--- config.mk ---
export PLATFORM = sky130hd
export DESIGN_NAME = weight_fetch_ctrl
export DESIGN_NICKNAME = d
export VERILOG_FILES = /design/src/rtl/weight_fetch_ctrl.sv
export SDC_FILE = /design/constraint.sdc
export NUM_CORES = 1
export LEC_CHECK = 0
export CORE_ASPECT_RATIO = 0.7
export CORE_MARGIN = 4
export CORE_UTILIZATION = 55
export CTS_CLUSTER_DIAMETER = 30
export DETAILED_ROUTE_END_ITERATION = 12
export PLACE_DENSITY = 0.81
export SETUP_SLACK_MARGIN = 0.02
export SLEW_MARGIN = 25
export SYNTH_ARGS = -nofsm -noshare
export SYNTH_HDL_FRONTEND = slang
export SYNTH_SLANG_ARGS = --single-unit
export TNS_END_PERCENT = 30
--- constraint.sdc ---
create_clock -name clk -period 4.7 [get_ports clk]
set_clock_uncertainty 0.1 [all_clocks]
set_input_delay 0.94 -clock clk [delete_from_list [all_inputs] [get_ports clk]]
set_output_delay 0.94 -clock clk [all_outputs]
set_load 0.05 [all_outputs]
--- src/rtl/weight_fetch_ctrl.sv ---
// Weight fetch read master: splits a fetch command into fixed-size AR bursts,
// captures the R beats into a FIFO and streams words to the weight buffer.
// A burst is only requested when the FIFO can absorb a full burst, because
// the slave cannot be back-pressured on the R channel.
module weight_fetch_ctrl #(
    parameter int DW          = 32,
    parameter int AW          = 32,
    parameter int BURST_CODE  = 3,
    parameter int BURST_BEATS = 9,
    parameter int FIFO_DEPTH  = 32,
    parameter int LEN_W       = 16
) (
    input  logic             clk,
    input  logic             rst_n,
    input  logic             cmd_valid,
    output logic             cmd_ready,
    input  logic [AW-1:0]    cmd_addr,
    input  logic [LEN_W-1:0] cmd_len,
    output logic [AW-1:0]    araddr,
    output logic             arvalid,
    output logic [3:0]       arburst,
    input  logic             arready,
    input  logic [DW-1:0]    rdata,
    input  logic             rvalid,
    input  logic             rlast,
    output logic             w_valid,
    input  logic             w_ready,
    output logic [DW-1:0]    w_data,
    output logic             w_last,
    output logic             busy,
    output logic             done
);
    localparam int PW = $clog2(FIFO_DEPTH);
    localparam int CW = PW + 1;

    typedef enum logic [1:0] {IDLE, ISSUE, WAIT_R, DRAIN} state_t;

    state_t           state_q, state_d;
    logic [AW-1:0]    cur_addr_q, cur_addr_d;
    logic [LEN_W-1:0] rem_req_q, rem_req_d;
    logic [LEN_W-1:0] rem_cap_q, rem_cap_d;
    logic             busy_q, busy_d;
    logic             done_q, done_d;
    logic             last_popped_q, last_popped_d;
    logic [PW-1:0]    wr_ptr_q, wr_ptr_d;
    logic [PW-1:0]    rd_ptr_q, rd_ptr_d;
    logic [CW-1:0]    count_q, count_d;
    logic [DW:0]      mem_q [FIFO_DEPTH];
    logic [DW:0]      push_word_d;

    logic             push, pop, can_issue, head_last;
    logic [LEN_W-1:0] req_step;

    // Request/handshake decode; arvalid must follow arready in the same cycle
    // to honour the first-AR latency, so it is decoded from registered state.
    always_comb begin
        can_issue   = (state_q == ISSUE) && arready &&
                      (count_q <= CW'(FIFO_DEPTH - BURST_BEATS));
        push        = busy_q && rvalid && (rem_cap_q != '0);
        pop         = (count_q != '0) && w_ready;
        head_last   = mem_q[rd_ptr_q][DW] && (count_q != '0);
        req_step    = (rem_req_q > LEN_W'(BURST_BEATS)) ? LEN_W'(BURST_BEATS) : rem_req_q;
        push_word_d = {(rem_cap_q == LEN_W'(1)), rdata};
        cmd_ready   = (state_q == IDLE);
        arvalid     = can_issue;
        araddr      = cur_addr_q;
        arburst     = 4'(BURST_CODE);
        w_valid     = (count_q != '0);
        w_data      = mem_q[rd_ptr_q][DW-1:0];
        w_last      = head_last;
        busy        = busy_q;
        done        = done_q;
    end

    // Next-state: command FSM, capture counter and FIFO pointers.
    always_comb begin
        state_d       = state_q;
        cur_addr_d    = cur_addr_q;
        rem_req_d     = rem_req_q;
        rem_cap_d     = rem_cap_q;
        busy_d        = busy_q;
        done_d        = 1'b0;
        last_popped_d = last_popped_q;
        wr_ptr_d      = wr_ptr_q + PW'(push);
        rd_ptr_d      = rd_ptr_q + PW'(pop);
        count_d       = count_q + CW'(push) - CW'(pop);

        if (push) rem_cap_d = rem_cap_q - LEN_W'(1);
        if (pop && head_last) last_popped_d = 1'b1;

        case (state_q)
            IDLE: begin
                if (cmd_valid) begin
                    cur_addr_d    = cmd_addr;
                    rem_req_d     = cmd_len;
                    rem_cap_d     = cmd_len;
                    last_popped_d = 1'b0;
                    if (cmd_len == '0) begin
                        done_d = 1'b1;
                    end else begin
                        state_d = ISSUE;
                        busy_d  = 1'b1;
                    end
                end
            end
            ISSUE: begin
                if (can_issue) begin
                    cur_addr_d = cur_addr_q + AW'(BURST_BEATS);
                    rem_req_d  = rem_req_q - req_step;
                    state_d    = WAIT_R;
                end
            end
            WAIT_R: begin
                // The final burst may be trimmed, so its last word can leave
                // before rlast; completion still waits for rlast so no stale
                // beat can land in the next command.
                if (rvalid && rlast) begin
                    if (rem_req_q != '0) begin
                        state_d = ISSUE;
                    end else if (last_popped_q || (pop && head_last)) begin
                        state_d = IDLE;
                        busy_d  = 1'b0;
                        done_d  = 1'b1;
                    end else begin
                        state_d = DRAIN;
                    end
                end
            end
            DRAIN: begin
                if (pop && head_last) begin
                    state_d = IDLE;
                    busy_d  = 1'b0;
                    done_d  = 1'b1;
                end
            end
            default: state_d = IDLE;
        endcase
    end

    // State and control registers with synchronous active-low reset.
    always_ff @(posedge clk) begin
        if (!rst_n) begin
            state_q       <= IDLE;
            cur_addr_q    <= '0;
            rem_req_q     <= '0;
            rem_cap_q     <= '0;
            busy_q        <= 1'b0;
            done_q        <= 1'b0;
            last_popped_q <= 1'b0;
            wr_ptr_q      <= '0;
            rd_ptr_q      <= '0;
            count_q       <= '0;
        end else begin
            state_q       <= state_d;
            cur_addr_q    <= cur_addr_d;
            rem_req_q     <= rem_req_d;
            rem_cap_q     <= rem_cap_d;
            busy_q        <= busy_d;
            done_q        <= done_d;
            last_popped_q <= last_popped_d;
            wr_ptr_q      <= wr_ptr_d;
            rd_ptr_q      <= rd_ptr_d;
            count_q       <= count_d;
        end
    end

    // FIFO storage; contents need no reset since count gates visibility.
    always_ff @(posedge clk) begin
        if (rst_n && push) mem_q[wr_ptr_q] <= push_word_d;
    end

    // Credit accounting must leave room for every captured beat.
    always_ff @(posedge clk) begin
        if (rst_n) assert (!(push && (count_q == CW'(FIFO_DEPTH))));
    end
endmodule

; Yosys cells after proc, flatten, opt, wreduce, memory -nomap -nowiden
; Memory sizes are Yosys's and may differ from the RTL's. A register that Yosys moved wholly into a read port is not among the register bits.
; Index checks and enable logic that the tools add are counted.
; W data, S select, Z words.
[totals]
wordCells = 89
n_memories = 1
ff_bits = 85
in_bits = 87
output_inout_bits = 74
ram_bits = 1056
[memory_table]
columns = name, depth, word_bits, rd, rd_clocked_by_memory_dff, write_ports, line_no
row1 = mem_q, 32, 33, 1, 1, 1, 48  ; logic [DW:0] mem_q [FIFO_DEPTH];
[classes]
n_eq_ne = 11
order_cmp = 2
n_addsub = 7
mux = 38
n_reduce_logical = 20
[ops]
columns = operator, count
row1 = $mux W16, 6
row2 = $mux W32, 2
row3 = $pmux W32 S2, 1
row4 = $add A32 B4 Y32 const B, 1
row5 = $pmux W16 S2, 1
row6 = $reduce_bool A16 Y1, 2
row7 = $mux W1, 17
row8 = $eq A16 B1 Y1 const B, 1
row9 = $gt A16 B4 Y1 const B, 1
row10 = $logic_not A16 Y1, 1
row11 = $sub A16 B1 Y16 const B, 1
row12 = $sub A16 B16 Y16, 1
row13 = $mux W2, 7
row14 = $ne A2 B2 Y1 const B, 7
row15 = $add A5 B1 Y5, 2
row16 = $logic_and A1 B1 Y1, 9
row17 = $pmux W2 S4, 1
row18 = $reduce_and A7 Y1, 1
row19 = $add A6 B1 Y6, 1
row20 = $le A6 B5 Y1 const B, 1
row21 = $pmux W1 S3, 2
row22 = $reduce_bool A6 Y1, 1
row23 = $sub A6 B1 Y6, 1
row24 = $mux W5, 1
row25 = 8 further kinds, 9

; Logic depth before layout (Yosys ltp)
[depth]
ltp_word = 8
mapped_depth = 16
depth_no_buf = 16

; Worst setup path before layout
; OpenSTA, ideal clock, no wires.
[synth_path]
path_type = in2reg
from = input rvalid
to = memory mem_q[28][0] (netlist bit), enable pin
setup_slack_ns = 0.872
setup_time_ns = 0.423
cell_stages = 6
arrival_time_ns = 3.305
required_ns = 4.177
n_path_buf = 1
path_cell_list = nand2_1 a31oi_4 inv_2 or4_1 buf_2 nor2_1
[synth_via]
elab_chain_cells = 5
[synth_rtl]
columns = element, line_no
row1 = from (decl), 24  ; input logic rvalid,
row2 = $logic_and A1 B1 Y1 (2 in series), 59  ; push = busy_q && rvalid && (rem_cap_q != '0);
row3 = $logic_and A1 B1 Y1, 169  ; if (rst_n && push) mem_q[wr_ptr_q] <= push_word_d;
row4 = $mux W1, 169
row5 = $mux W1 (not written as such), 169
row6 = to (decl), 48
; No other way between the ends.

==> results_dict.tcl <==
set metrics [dict create \
    setup_ws_ps 61.6 \
    synth_top_area_share_pct 69.9 \
    worst_ep_arrival_time_ps 3600 \
    end_kind "output pin" \
    die_x_um 351 \
    hold_path_end "araddr[31]$_SDFFE_PN0P_" \
    cts_root_buf "clkbuf_16" \
    leakage_nw 17.1 \
    start_util_pct 55.9 \
    hold_buffers 0 \
    fmax_ghz 0.216 \
    grt_pass1_wl_mm 177 \
    tightest_slew_ps 1050 \
    path_class "flip-flop to output pin" \
    ys_seq_area_share_pct 73.7 \
    finalNetCount 2599 \
    synth.avg_cell_area_sq_um 20.5 \
    grt_pass1_vias 25500 \
    overflow 0 \
    clkTransAtPathRegs_ps 60 \
    ant_nets 0 \
    cts_buffers 147 \
    cts_buffer_depth 3 \
    irDropWorstVdd_uv 405 \
    power_mw 28.6 \
    report.final.slew_viol_count 0 \
    hold_start "araddr[31]$_SDFFE_PN0P_" \
    p_int_mw 21.0 \
    synth-warning-count 0 \
    maxSlewHeadroom_pct 30.1 \
    async_flop_share_pct 0 \
    pwr-share-comb_pct 18.2 \
    synth_area_leaders "edfxtp_1 70%, mux4_2 16%, dfxtp_1 3.8%, nor2_1 0.96%, mux2_2 0.89%" \
    drc 0 \
    synth-main-ff-cell "edfxtp_1" \
    dp_slack_ps 501 \
    required_ps 3660 \
    areaGrowthSynthToFinish_pct 19.1 \
    drv_cap 0 \
    io_pins 161 \
    grt_antenna_before_repair 8 \
    place_congestion 0.844 \
    core_sq_um 81100 \
    finalCritPeriodShare_pct 98.7 \
    p_sw_share_pct 26.6 \
    hp-class "flip-flop to flip-flop" \
    layout_min_cycle_time_ps 4640 \
    rrSetupSlack_ps 1040 \
    synth_seq_cells 1141 \
    grt_setup_unrepaired "yes" \
    worstSkewPairLatency_ps 750 \
    holdPathStages 2 \
    grt_max_degree 97 \
    synth_edf_count 1056 \
    drt_wl_total_mm 121 \
    dp_hpwl_mm 61.7 \
    syn_inst 2214 \
    dieArea_sq_um 87200 \
    vias 24700 \
    r2r-end "count_q[4]$_SDFF_PN0_" \
    powerDensity_nw_per_um2 529 \
    critPathMaxFanout 41 \
    power_frac_seq_pct 40.0 \
    routed_via_density 6.70 \
    num_rows 87 \
    worstSetupStartpointType "flip-flop" \
    final_common_cell "edfxtp_1" \
    r2r_cells 15 \
    clkSinkCount 1141 \
    routedWlPerCell_um 32.8 \
    p_switching_mw 7.60 \
    drt-pass1-iter-count 7 \
    r2r-start "rem_cap_q[2]$_SDFF_PN0_" \
    portBuffers 156 \
    initialDrtViolationCount 4055 \
    gr-usage-all-layers_pct 28.4 \
    synth.largest_area_cell "edfxtp_1" \
    setup_viol_count_final 0 \
    status "complete, no violations" \
    setup_tns_ps 0 \
    cts_tree "built" \
    hold_viol 0 \
    htreeDepth 4 \
    drive_gt1_share_pct 32.2 \
    synth_cell_type_count 78 \
    die_h_um 248 \
    p_clk_share_pct 41.7 \
    layout_common_cells "1056 x edfxtp_1, 325 x mux4_2, 152 x clkbuf_16, 110 x buf_4, 106 x clkdlybuf4s50_1" \
    synth_area_sq_um 45400 \
]
==> flip-flops by register name (all words and copies together) (netlist names) <==
signal and count:
araddr 32, busy 1, count_q 6, done 1, last_popped_q 1, mem_q 1056, rd_ptr_q 5, rem_cap_q 16
rem_req_q 16, state_q 2, wr_ptr_q 5
==> synth_stat cells, types with 4 or more instances <==
| cell | number |
|---|---|
| edfxtp_1 | 1056 |
| mux4_2 | 325 |
| nor2_1 | 116 |
| dfxtp_1 | 85 |
| a21oi_1 | 69 |
| buf_2 | 59 |
| o21ai_0 | 56 |
| clkbuf_1 | 50 |
| nand2_1 | 47 |
| mux2_2 | 36 |
| nand3_1 | 19 |
| ha_1 | 18 |
| inv_1 | 16 |
| nor3_1 | 15 |
| xnor2_1 | 13 |
| xor2_1 | 12 |
| a211oi_1 | 11 |
| a22oi_1 | 11 |
| a31oi_1 | 11 |
| and3_1 | 11 |
| o221a_2 | 11 |
| and2_1 | 10 |
| buf_4 | 9 |
| nor4_1 | 9 |
| a21o_1 | 8 |
| buf_1 | 8 |
| nand4_1 | 8 |
| o31ai_1 | 6 |
| and4_1 | 5 |
| buf_6 | 5 |
| mux2i_1 | 5 |
| nand2b_1 | 5 |
| nand3b_1 | 5 |
| nor2b_1 | 5 |
| nor4_4 | 5 |
| or3_1 | 5 |
| a22o_1 | 4 |
| a311oi_1 | 4 |
| a41oi_1 | 4 |
| nand4b_1 | 4 |
| nor3b_1 | 4 |
==> worst max path at each step <==
stage | startpoint | end | slack, ps | cells after the start
floorplan | rvalid | mem_q[28][0]$_DFFE_PP_ | 870 | 6
global placement | rd_ptr_q[0]$_SDFF_PN0_ | w_data[31] | 550 | 5
detailed placement | rd_ptr_q[0]$_SDFF_PN0_ | w_data[28] | 500 | 5
CTS | rd_ptr_q[0]$_SDFF_PN0_ | w_data[14] | 30 | 7
global route | rd_ptr_q[1]$_SDFF_PN0_ | w_last | 10 | 7
finish | rd_ptr_q[3]$_SDFF_PN0_ | w_data[9] | 60 | 5
==> worst max-delay path, cell delays in order, from the launching register on <==
cell and delay (ps):
dfxtp_4 900, buf_4 460, buf_4 480, mux4_2 430, mux2_2 350, buf_4 210
==> logic make-up after synthesis <==
logic type,after synthesis,synth area share (%)
xor gates and xnor gates,25,0.483
adders and majority gates,19,0.541
and+or+nand+nor,289,3.37
AOI/OAI and AO/OA,224,3.24
other,2,0.0166
DFF,1141,73.7
muxes,366,17.1
buffers and inverters,148,1.54
==> stage by stage <==
| step | util, % | cell area [sq um] | cells | hold WS, ps |
|---|---|---|---|---|
| 6_report | 66.6 | 54000 | 3692 | 434 |
| 5_1_grt | 66.6 | 54000 | 3690 | 465 |
| 4_1_cts | 66.7 | 54100 | 3687 | 424 |
| 3_5_place_dp | 60.1 | 48700 | 3406 | 410 |
| 3_3_place_gp | 60.1 | 48700 | 3406 | 381 |
| 2_1_floorplan | - | 45400 | 2216 | 397 |
==> layer usage <==
layer,up-vias,global-route usage (%),part of all wire [%]
li1,9853,-,-
met1,12800,38.7,36
met2,1774,45.4,49
met3,314,7.42,11
met4,6,9.93,3.3
met5,-,0,0.035
==> power groups by stage <==
stage / clock (mW) / sequential [mW] / combinational (mW)
after floorplan: 0 / 11.7 / 3.62
after global placement: 0 / 11.7 / 4.79
after detailed placement: 0 / 11.7 / 4.94
after CTS: 12.1 / 11.4 / 5.22
after global routing: 12.6 / 11.5 / 5.52
final: 11.9 / 11.4 / 5.21
==> what timing repair did <==
action | 4_1_cts | 5_1_grt
setup endpoints to repair | 32 | 7
resized for setup | 4 | 3
pin swaps | 0 | 0
gates cloned | 0 | 0
setup buffers | 6 | 0
==> area by class of cell <==
type / instances / area (sq um)
timing repair buffer: 259 / 2410
fill: 4799 / 27100
antenna: 5 / 12.5
clock inverter: 114 / 1420
clock buffer: 161 / 3850
inverter: 17 / 63.8
tap: 1068 / 1340
sequential: 1141 / 33400
multi-input combinational: 927 / 11500
(Power assumes the default switching activity.)
